[config.mk]
export PLATFORM = sky130hd
export DESIGN_NAME = booth_r4_seq_mult
export DESIGN_NICKNAME = d
export VERILOG_FILES = /design/src/rtl/booth_pkg.sv /design/src/rtl/booth_r4_seq_mult_pp_gen.sv /design/src/rtl/booth_r4_seq_mult.sv
export SDC_FILE = /design/constraint.sdc
export NUM_CORES = 1
export LEC_CHECK = 0
export ABC_CLOCK_PERIOD_IN_PS = 8950
export CAP_MARGIN = 30
export CORE_MARGIN = 2
export CORE_UTILIZATION = 53
export DETAILED_ROUTE_END_ITERATION = 8
export HOLD_SLACK_MARGIN = 0.03
export PLACE_DENSITY = 0.79
export SLEW_MARGIN = 40
export SYNTH_ARGS = -nofsm -noshare
export SYNTH_HDL_FRONTEND = slang
export SYNTH_SLANG_ARGS = --single-unit
[constraint.sdc]
create_clock -name clk -period 8.95 [get_ports clk]
set_input_delay 1.79 -clock clk [delete_from_list [all_inputs] [get_ports clk]]
set_output_delay 1.79 -clock clk [all_outputs]
set_load 0.03 [all_outputs]
[src/rtl/booth_pkg.sv]
// Shared types and helpers for the radix-4 Booth sequential multiplier.
package booth_pkg;

    typedef enum logic [2:0] {BD_ZERO, BD_POS1, BD_POS2, BD_NEG1, BD_NEG2} booth_dig_t;

    typedef enum logic [1:0] {ST_IDLE, ST_RUN, ST_DONE} mult_st_t;

    // Recode one overlapping triple {b[2i+1], b[2i], b[2i-1]} into a Booth digit.
    function automatic booth_dig_t booth_recode(input logic [2:0] bits);
        case (bits)
            3'b001, 3'b010: return BD_POS1;
            3'b011:         return BD_POS2;
            3'b100:         return BD_NEG2;
            3'b101, 3'b110: return BD_NEG1;
            default:        return BD_ZERO;
        endcase
    endfunction

    function automatic int ndig(input int w);
        return w / 2 + 1;
    endfunction

endpackage

[src/rtl/booth_r4_seq_mult_pp_gen.sv]
// Radix-4 Booth partial-product selector: |d|*a, ones-complemented when d<0.
module booth_r4_pp_gen
    import booth_pkg::*;
#(
    parameter int W = 24
) (
    input  logic [W-1:0] a,
    input  booth_dig_t   dig,
    output logic [W+1:0] pp,
    output logic         neg
);

    logic [W+1:0] mag;

    always_comb begin
        mag = '0;
        neg = 1'b0;
        case (dig)
            BD_POS1: mag = {2'b00, a};
            BD_POS2: mag = {1'b0, a, 1'b0};
            BD_NEG1: begin
                mag = {2'b00, a};
                neg = 1'b1;
            end
            BD_NEG2: begin
                mag = {1'b0, a, 1'b0};
                neg = 1'b1;
            end
            default: mag = '0;
        endcase
        pp = neg ? ~mag : mag;
    end

endmodule

[src/rtl/booth_r4_seq_mult.sv]
// Multi-cycle radix-4 Booth multiplier for unsigned significands with valid/ready on both sides.
module booth_r4_seq_mult
    import booth_pkg::*;
#(
    parameter int MANT_W       = 24,
    parameter int PP_PER_CYCLE = 1
) (
    input  logic                  clk,
    input  logic                  rst,
    input  logic                  kill,
    input  logic                  in_valid,
    output logic                  in_ready,
    input  logic [MANT_W-1:0]     a,
    input  logic [MANT_W-1:0]     b,
    output logic                  out_valid,
    input  logic                  out_ready,
    output logic [2*MANT_W-1:0]   prod
);

    localparam int NDIG   = ndig(MANT_W);
    localparam int NSTEP  = (NDIG + PP_PER_CYCLE - 1) / PP_PER_CYCLE;
    localparam int STEP_W = $clog2(NSTEP + 1);
    localparam int ACC_W  = 2 * MANT_W + 3;
    localparam int BX_W   = MANT_W + 3;

    mult_st_t            state, state_next;
    logic [STEP_W-1:0]   step;
    logic [MANT_W-1:0]   a_reg;
    logic [BX_W-1:0]     b_ext;
    logic [ACC_W-1:0]    acc, acc_next;
    logic                last_step;

    booth_dig_t          digs [PP_PER_CYCLE];
    logic [MANT_W+1:0]   pps  [PP_PER_CYCLE];
    logic                negs [PP_PER_CYCLE];

    assign last_step = (step == STEP_W'(NSTEP - 1));

    // Digits past the top of the extended multiplier are forced to zero.
    always_comb begin
        for (int unsigned k = 0; k < PP_PER_CYCLE; k++) begin
            int unsigned idx;
            idx = 32'(step) * PP_PER_CYCLE + k;
            if (idx < NDIG)
                digs[k] = booth_recode(3'(b_ext >> (2 * idx)));
            else
                digs[k] = BD_ZERO;
        end
    end

    for (genvar k = 0; k < PP_PER_CYCLE; k++) begin : g_pp
        booth_r4_pp_gen #(.W(MANT_W)) u_pp (
            .a   (a_reg),
            .dig (digs[k]),
            .pp  (pps[k]),
            .neg (negs[k])
        );
    end

    // Sign extension of the ones-complement term plus the neg bit yields -|d|*a exactly.
    always_comb begin
        acc_next = acc;
        for (int unsigned k = 0; k < PP_PER_CYCLE; k++) begin
            int unsigned      idx;
            logic [ACC_W-1:0] term;
            idx  = 32'(step) * PP_PER_CYCLE + k;
            term = {{(ACC_W - MANT_W - 2){pps[k][MANT_W+1]}}, pps[k]} + ACC_W'(negs[k]);
            acc_next = acc_next + (term << (2 * idx));
        end
    end

    always_ff @(posedge clk) begin
        if (rst)
            state <= ST_IDLE;
        else
            state <= state_next;
    end

    always_comb begin
        state_next = state;
        in_ready   = 1'b0;
        out_valid  = 1'b0;
        case (state)
            ST_IDLE: begin
                in_ready = 1'b1;
                if (in_valid) state_next = ST_RUN;
            end
            ST_RUN: if (last_step) state_next = ST_DONE;
            ST_DONE: begin
                out_valid = 1'b1;
                if (out_ready) state_next = ST_IDLE;
            end
            default: state_next = ST_IDLE;
        endcase
        if (kill) state_next = ST_IDLE;
    end

    always_ff @(posedge clk) begin
        if (rst) begin
            step  <= '0;
            a_reg <= '0;
            b_ext <= '0;
            acc   <= '0;
            prod  <= '0;
        end else if (!kill) begin
            case (state)
                ST_IDLE: if (in_valid) begin
                    a_reg <= a;
                    b_ext <= {2'b00, b, 1'b0};
                    acc   <= '0;
                    step  <= '0;
                end
                ST_RUN: begin
                    acc  <= acc_next;
                    step <= step + STEP_W'(1);
                    if (last_step) prod <= acc_next[2*MANT_W-1:0];
                end
                default: ;
            endcase
        end
    end

    always_ff @(posedge clk) begin
        if (!rst && state == ST_DONE)
            assert (acc[ACC_W-1:2*MANT_W] == '0);
    end

endmodule

==> Word level (Yosys, flattened, before mapping) <==
Index checks and enable logic that the tools add are counted.
{ "totals": {"reg_bits": 153, "in_bits": 53, "output_inout_bits": 50, "wordCells": 57} }
{ "op_classes": {"addsub": 3, "order_cmp": 1, "n_eq_ne": 16, "shift": 2, "mux": 15, "bitwise": 2, "reduce_logical": 12} }
{ "ops": {"columns": ["op", "n"], "rows": [
  ["case mux 51 bit (2 select lines)", 1],
  ["adder 51 bit", 1],
  ["2-to-1 mux 51 bit", 1],
  ["<< shifter 51 x 5 -> 51 bit", 1],
  ["case mux 25 bit (2 select lines)", 1],
  ["adder 26 x 2 -> 27 bit", 1],
  ["2-to-1 mux 26 bit", 1],
  ["NOT 25 -> 26 bit", 1],
  [">> shifter 25 x 5 -> 3 bit", 1],
  ["equality test 3 x 2 -> 1 bit (second input constant)", 4],
  ["equality test 3 bit (second input constant)", 4],
  ["case mux 3 bit (4 select lines)", 1],
  ["AND reduction 3 bit", 4],
  ["OR reduction 2 bit", 6],
  ["case mux 4 bit (2 select lines)", 1],
  ["equality test 3 x 1 -> 1 bit (second input constant)", 2],
  ["2-to-1 mux 2 bit", 3],
  ["inequality test 2 bit (second input constant)", 3],
  ["case mux 2 bit (3 select lines)", 1],
  ["adder 4 x 1 -> 4 bit (second input constant)", 1],
  ["equality test 4 bit (second input constant)", 1],
  ["< comparator 4 bit (second input constant)", 1],
  ["2-to-1 mux 4 bit", 1],
  ["2-to-1 mux 1 bit", 3],
  ["6 further kinds", 6]
]} }

==> Depth between registers and ports, before layout <==
{ "depth": {"word_depth": 14, "mapped_depth": 40, "depth_no_buf": 36} }

==> Cells and area by module <==
Synthesis repeated with hierarchy kept, for this count alone.
{ "unflattened": {"hier_cells": 1538, "hier_area_um2": 11454.7} }
{ "by_module_without_submodules": {"columns": ["module", "instances", "cells_per_inst", "area_per_inst_um2", "seq_area_each_um2"], "rows": [
  ["booth_r4_seq_mult", 1, 1415, 10410.0, 3002.9],
  ["booth_r4_pp_gen", 1, 123, 1044.8, 0.0]
]} }

==> Worst setup path before layout <==
OpenSTA, ideal clock, no wires.
{ "synth_timing": {"path_type": "flip-flop to flip-flop", "from": "reg step[0]", "to": "reg prod[47]", "setup_time_ns": 0.101, "t_arrival_ns": 8.937, "required_ns": 8.849, "slack_ns": -0.088, "path_stages_with_launch": 39, "path_buffers": 3, "synth_period_minus_slack_ns": 9.038, "cell_sequence": "dfxtp_1 -> clkbuf_1 -> buf_1 -> mux4_2 -> nand2_1 -> o21ai_0 -> nand2_1 -> o21a_1 -> inv_1 -> ha_1 -> nor2_1 -> o211ai_1 -> o21a_1 -> a2bb2oi_2 -> inv_2 -> buf_1 -> ha_1 -> ha_1 -> [3 not listed] -> nand3_1 -> xor2_1 -> mux2i_1 -> mux4_2 -> mux2i_1 -> ha_1 -> a21o_1 -> a21o_1 -> a21o_1 -> a221o_1 -> or3_1 -> o2111ai_1 -> a21oi_1 -> or3_1 -> o211ai_1 -> o32a_1 -> o2111ai_1 -> o41ai_1"} }
{ "synth_via": {"elab_chain_cells": 13, "word_cells_on_any_way": 28, "classes_between": "add/sub (2); order compare (1); eq/ne (11); shift (2); mux (5); bitwise (1); reduce/logical (6)"} }
{ "synth_rtl": {"columns": ["item", "line", "source"], "rows": [
  ["start: declaration", "booth_r4_seq_mult.sv:27", "logic [STEP_W-1:0] step;"],
  ["start signal: assignment", "booth_r4_seq_mult.sv:115", "step <= step + STEP_W'(1);"],
  [">> shifter 25 x 5 -> 3 bit", "booth_r4_seq_mult.sv:45", "digs[k] = booth_recode(3'(b_ext >> (2 * idx)));"],
  ["equality test 3 bit (tied with other cells)", "booth_pkg.sv:10", "case (bits)"],
  ["OR reduction 2 bit", "booth_pkg.sv:10", null],
  ["case mux 3 bit (4 select lines)", "booth_pkg.sv:10", null],
  ["2-to-1 mux 3 bit", "booth_r4_seq_mult.sv:44", "if (idx < NDIG)"],
  ["equality test 3 x 2 -> 1 bit (tied with other cells)", "booth_r4_seq_mult_pp_gen.sv:18", "case (dig)"],
  ["OR reduction 2 bit (no source line)", null, null],
  ["case mux 25 bit (2 select lines)", "booth_r4_seq_mult_pp_gen.sv:18", null],
  ["NOT 25 -> 26 bit", "booth_r4_seq_mult_pp_gen.sv:31", "pp = neg ? ~mag : mag;"],
  ["2-to-1 mux 26 bit", "booth_r4_seq_mult_pp_gen.sv:31", null],
  ["adder 26 x 2 -> 27 bit", "booth_r4_seq_mult.sv:67", "term = {{(ACC_W - MANT_W - 2){pps[k][MANT_W+1]}}, pps[k]} + ACC_W'(negs[k]);"],
  ["<< shifter 51 x 5 -> 51 bit", "booth_r4_seq_mult.sv:68", "acc_next = acc_next + (term << (2 * idx));"],
  ["adder 51 bit", "booth_r4_seq_mult.sv:68", null],
  ["end signal: assignment", "booth_r4_seq_mult.sv:116", "if (last_step) prod <= acc_next[2*MANT_W-1:0];"],
  ["end: declaration", "booth_r4_seq_mult.sv:17", "output logic [2*MANT_W-1:0] prod"]
]} }
Parallel ways exist; a longest one is shown, timed or not.
A chain may end at the register's enable or synchronous reset.

==> Worst setup path in the final report <==
{ "layout_timing": {"from": "reg step[0]", "to": "reg acc[45]"} }
{ "layout_via": {"elab_chain_cells": 14, "word_cells_on_any_way": 27, "classes_between": "add/sub (2); order compare (1); eq/ne (10); shift (2); mux (6); bitwise (1); reduce/logical (5)"} }
{ "layout_rtl": {"columns": ["item", "line", "source"], "rows": [
  [">> shifter 25 x 5 -> 3 bit", "booth_r4_seq_mult.sv:45", null],
  ["equality test 3 bit (tied with other cells)", "booth_pkg.sv:10", null],
  ["OR reduction 2 bit", "booth_pkg.sv:10", null],
  ["case mux 3 bit (4 select lines)", "booth_pkg.sv:10", null],
  ["2-to-1 mux 3 bit", "booth_r4_seq_mult.sv:44", null],
  ["equality test 3 x 2 -> 1 bit (tied with other cells)", "booth_r4_seq_mult_pp_gen.sv:18", null],
  ["OR reduction 2 bit (no source line)", null, null],
  ["case mux 25 bit (2 select lines)", "booth_r4_seq_mult_pp_gen.sv:18", null],
  ["NOT 25 -> 26 bit", "booth_r4_seq_mult_pp_gen.sv:31", null],
  ["2-to-1 mux 26 bit", "booth_r4_seq_mult_pp_gen.sv:31", null],
  ["adder 26 x 2 -> 27 bit", "booth_r4_seq_mult.sv:67", null],
  ["<< shifter 51 x 5 -> 51 bit (*)", "booth_r4_seq_mult.sv:68", null],
  ["adder 51 bit (*)", "booth_r4_seq_mult.sv:68", null],
  ["case mux 51 bit (2 select lines) (*)", "booth_r4_seq_mult.sv:106", "case (state)"],
  ["end signal: assignment", "booth_r4_seq_mult.sv:114", "acc <= acc_next;"],
  ["end: declaration", "booth_r4_seq_mult.sv:30", "logic [ACC_W-1:0] acc, acc_next;"]
]} }
Every way passes the cells marked *; elsewhere a longest branch is shown, timed or not.

==> reports/results.ini <==
[outcome]
status = finished clean

[place]
dp.cells = 1791
io_buffers = 102
gp_congestion = 0.961
dp_hpwl_um = 22600

[floorplanning]
fp-row-count = 53
die_x_um = 150
die_h_um = 150
die_area_mm2 = 0.0225
io_pins = 103
initial_utilization_pct = 54.0
coreArea_mm2 = 0.0210

[power_and_ir_drop]
leakagePower_uw = 0.00532
irDropWorstVdd_mv = 0.126
powerDensity_mw_per_mm2 = 131

[clock_tree]
clockBufferDepth = 2
cts_root_buf = clkbuf_16
cts_tree = built
htree_num_levels = 4
clock_sinks = 150
cts_hold_buf = 0
clk_latency_ns = 0.44
path_clk_slew_ns = 0.06
numCtsBuffers = 17

[job]
max_cap_viol_count = 0

[worst_setup_path]
path_max_fanout = 8
r2r_setup_slack_ns = 0.39
critical_path_class = flop to flop
startpoint_type = flop
crit_path_max_incr_delay_ns = 0.52
crit_path_end_kind = flop
crit_path_frequent_cell = a21o_1
crit_required_ns = 9.24
slowest_stage = mux4_2
worstPathArrival_ns = 8.85

[timing]
finalSetupViolCount = 0
maxSlewHeadroom_pct = 50.4
fin_worst_skew_ns = 0.0124
post-route-period-util_pct = 95.6
setup_tns_ns = 0
final-hold-violation-count = 0
period_needed_ns = 8.56
rsz0062_at_grt = true
timing.fmax_mhz = 117
maxSlewViolCount = 0
worst_pin_slew_ns = 0.745

[detailed_routing]
vias_per_cell = 6.21
drt_wl_total_um = 32100
route.antenna.remaining_nets = 0
drt_iter0_markers = 979
wl_per_cell_um = 17.5
post-route-drc-count = 0
dr.pass1.iters = 5
vias = 11400

[layout]
drive_gt1_share_pct = 10.8
area_growth_syn_to_layout_pct = 18.4
largest_registers = acc: 48 flops, prod: 48 flops
final_common_cell = nand2_1
nets = 1652
fin_cells = 1828
n_antenna_cell = 0
fillers = 1845
layout_common_cells = nand2_1 (244), a21oi_1 (156), dfxtp_1 (148)

[global_route]
grt_max_degree = 102
grt_usage_pct = 28.4
grt_pass1_wl_um = 51900
antenna_found_initial = 0
grt_pass1_vias = 10500
grt_overflow = 0

[yosys]
syn_area_mm2 = 0.0113
syn_nets = 1583
synthFlopType = dfxtp_1
avgSynthCellArea_um2 = 7.68
synth_seq_cells = 150
syn_inst = 1472
synth_seq_area_share_pct = 26.6
ys_top_cells_by_area = dfxtp_1 (27%), nand2_1 (8.1%), a21oi_1 (7.0%)
synth_top_area_share_pct = 26.6
async_reset_ff_share_pct = 0
yosysWarnings = 0
synth_edf_count = 0
synth.distinct_cells = 86
synth_top_cell_by_area = dfxtp_1

[hold_path]
hp-class = flop to flop

-- worst max-delay path: cells and delay by family (launching register included) --
family,cells,cell delay (ns)
xor gates and xnor gates,1,0.18
AOI/OAI and AO/OA,13,2.50
DFF,1,0.42
and+or+nand+nor,12,2.77
muxes,5,1.62
buffers and inverters,2,0.28
adders and majority gates,3,0.65
-- power by group --
group	switching (uW)	internal [uW]	leakage (uW)	total [uW]
sequential	13.2	679	0.00121	693
combinational	165	114	0.00381	280
clock	314	466	0.000294	781
-- cell usage after synthesis, types with 12 or more instances --
cell type  instances
nand3_1           40
a21o_1            41
a22oi_1           51
nand2b_1          12
mux2_2            18
clkbuf_1          70
mux4_2            16
o21ai_0           40
xor2_1            16
nor3_1            22
nand2_1          245
nor2_1           149
ha_1              57
o21a_1            18
nand3b_1          14
a21oi_1          158
xnor2_1           46
and3_1            15
dfxtp_1          150
inv_1             21
mux2i_1           42
-- logic make-up (layout without fill, tap and decap cells) --
logic type,Yosys count,after routing,synth area share [%]
adders and majority gates,58,58,6.48
xor gates and xnor gates,63,63,4.95
buffers and inverters,113,194,4.01
AOI/OAI and AO/OA,437,437,25.6
muxes,78,78,9.10
DFF,150,150,26.6
and+or+nand+nor,573,573,23.3
-- worst paths after layout --
path	to	cells past startpoint	start
setup reg to reg	acc[45]	36	step[0]
setup / recovery	acc[45]	36	step[0]
hold reg to reg	prod[3]	2	prod[3]
hold / removal	prod[3]	2	prod[3]
-- per-stage QoR --
stage | power [uW] | instance area, um2 | utilization (%) | setup slack [ns] | hold slack, ns
final | 1750 | 13400 | 63.9 | 0.394 | 0.452
after global routing | 1810 | 13400 | 63.9 | -0.0723 | 0.474
after CTS | 1740 | 13200 | 62.9 | 0.0107 | 0.455
after detailed placement | 971 | 12600 | 60.0 | 0.128 | 0.446
after global placement | 967 | 12600 | 59.9 | 0.318 | 0.442
after floorplan | 888 | 11300 | - | 0.129 | 0.433
-- metal layers --
metal / GRT usage (%) / up-vias / wire length (um)
met5: 0 / - / 0
met4: 9.06 / 0 / 739
met3: 4.30 / 70 / 2070
met2: 46.4 / 418 / 15000
met1: 38.5 / 5371 / 14200
li1: - / 5496 / -
-- cell type report --
class / instances / area, um2 / area share, %
sequential: 150 / 3010 / 22.5
timing repair buffer: 139 / 1300 / 9.72
clock buffer: 19 / 433 / 3.23
multi-input combinational: 1209 / 8040 / 60.0
inverter: 24 / 90.1 / 0.673
tap: 275 / 344 / 2.57
clock inverter: 12 / 176 / 1.32
-- repair_timing --
item | 4_1_cts | 5_1_grt
buffers inserted | 0 | 6
gates resized for setup | 0 | 40
endpoints found under the setup margin | 0 | 26
No activity file was read; power rests on OpenSTA's default activity.
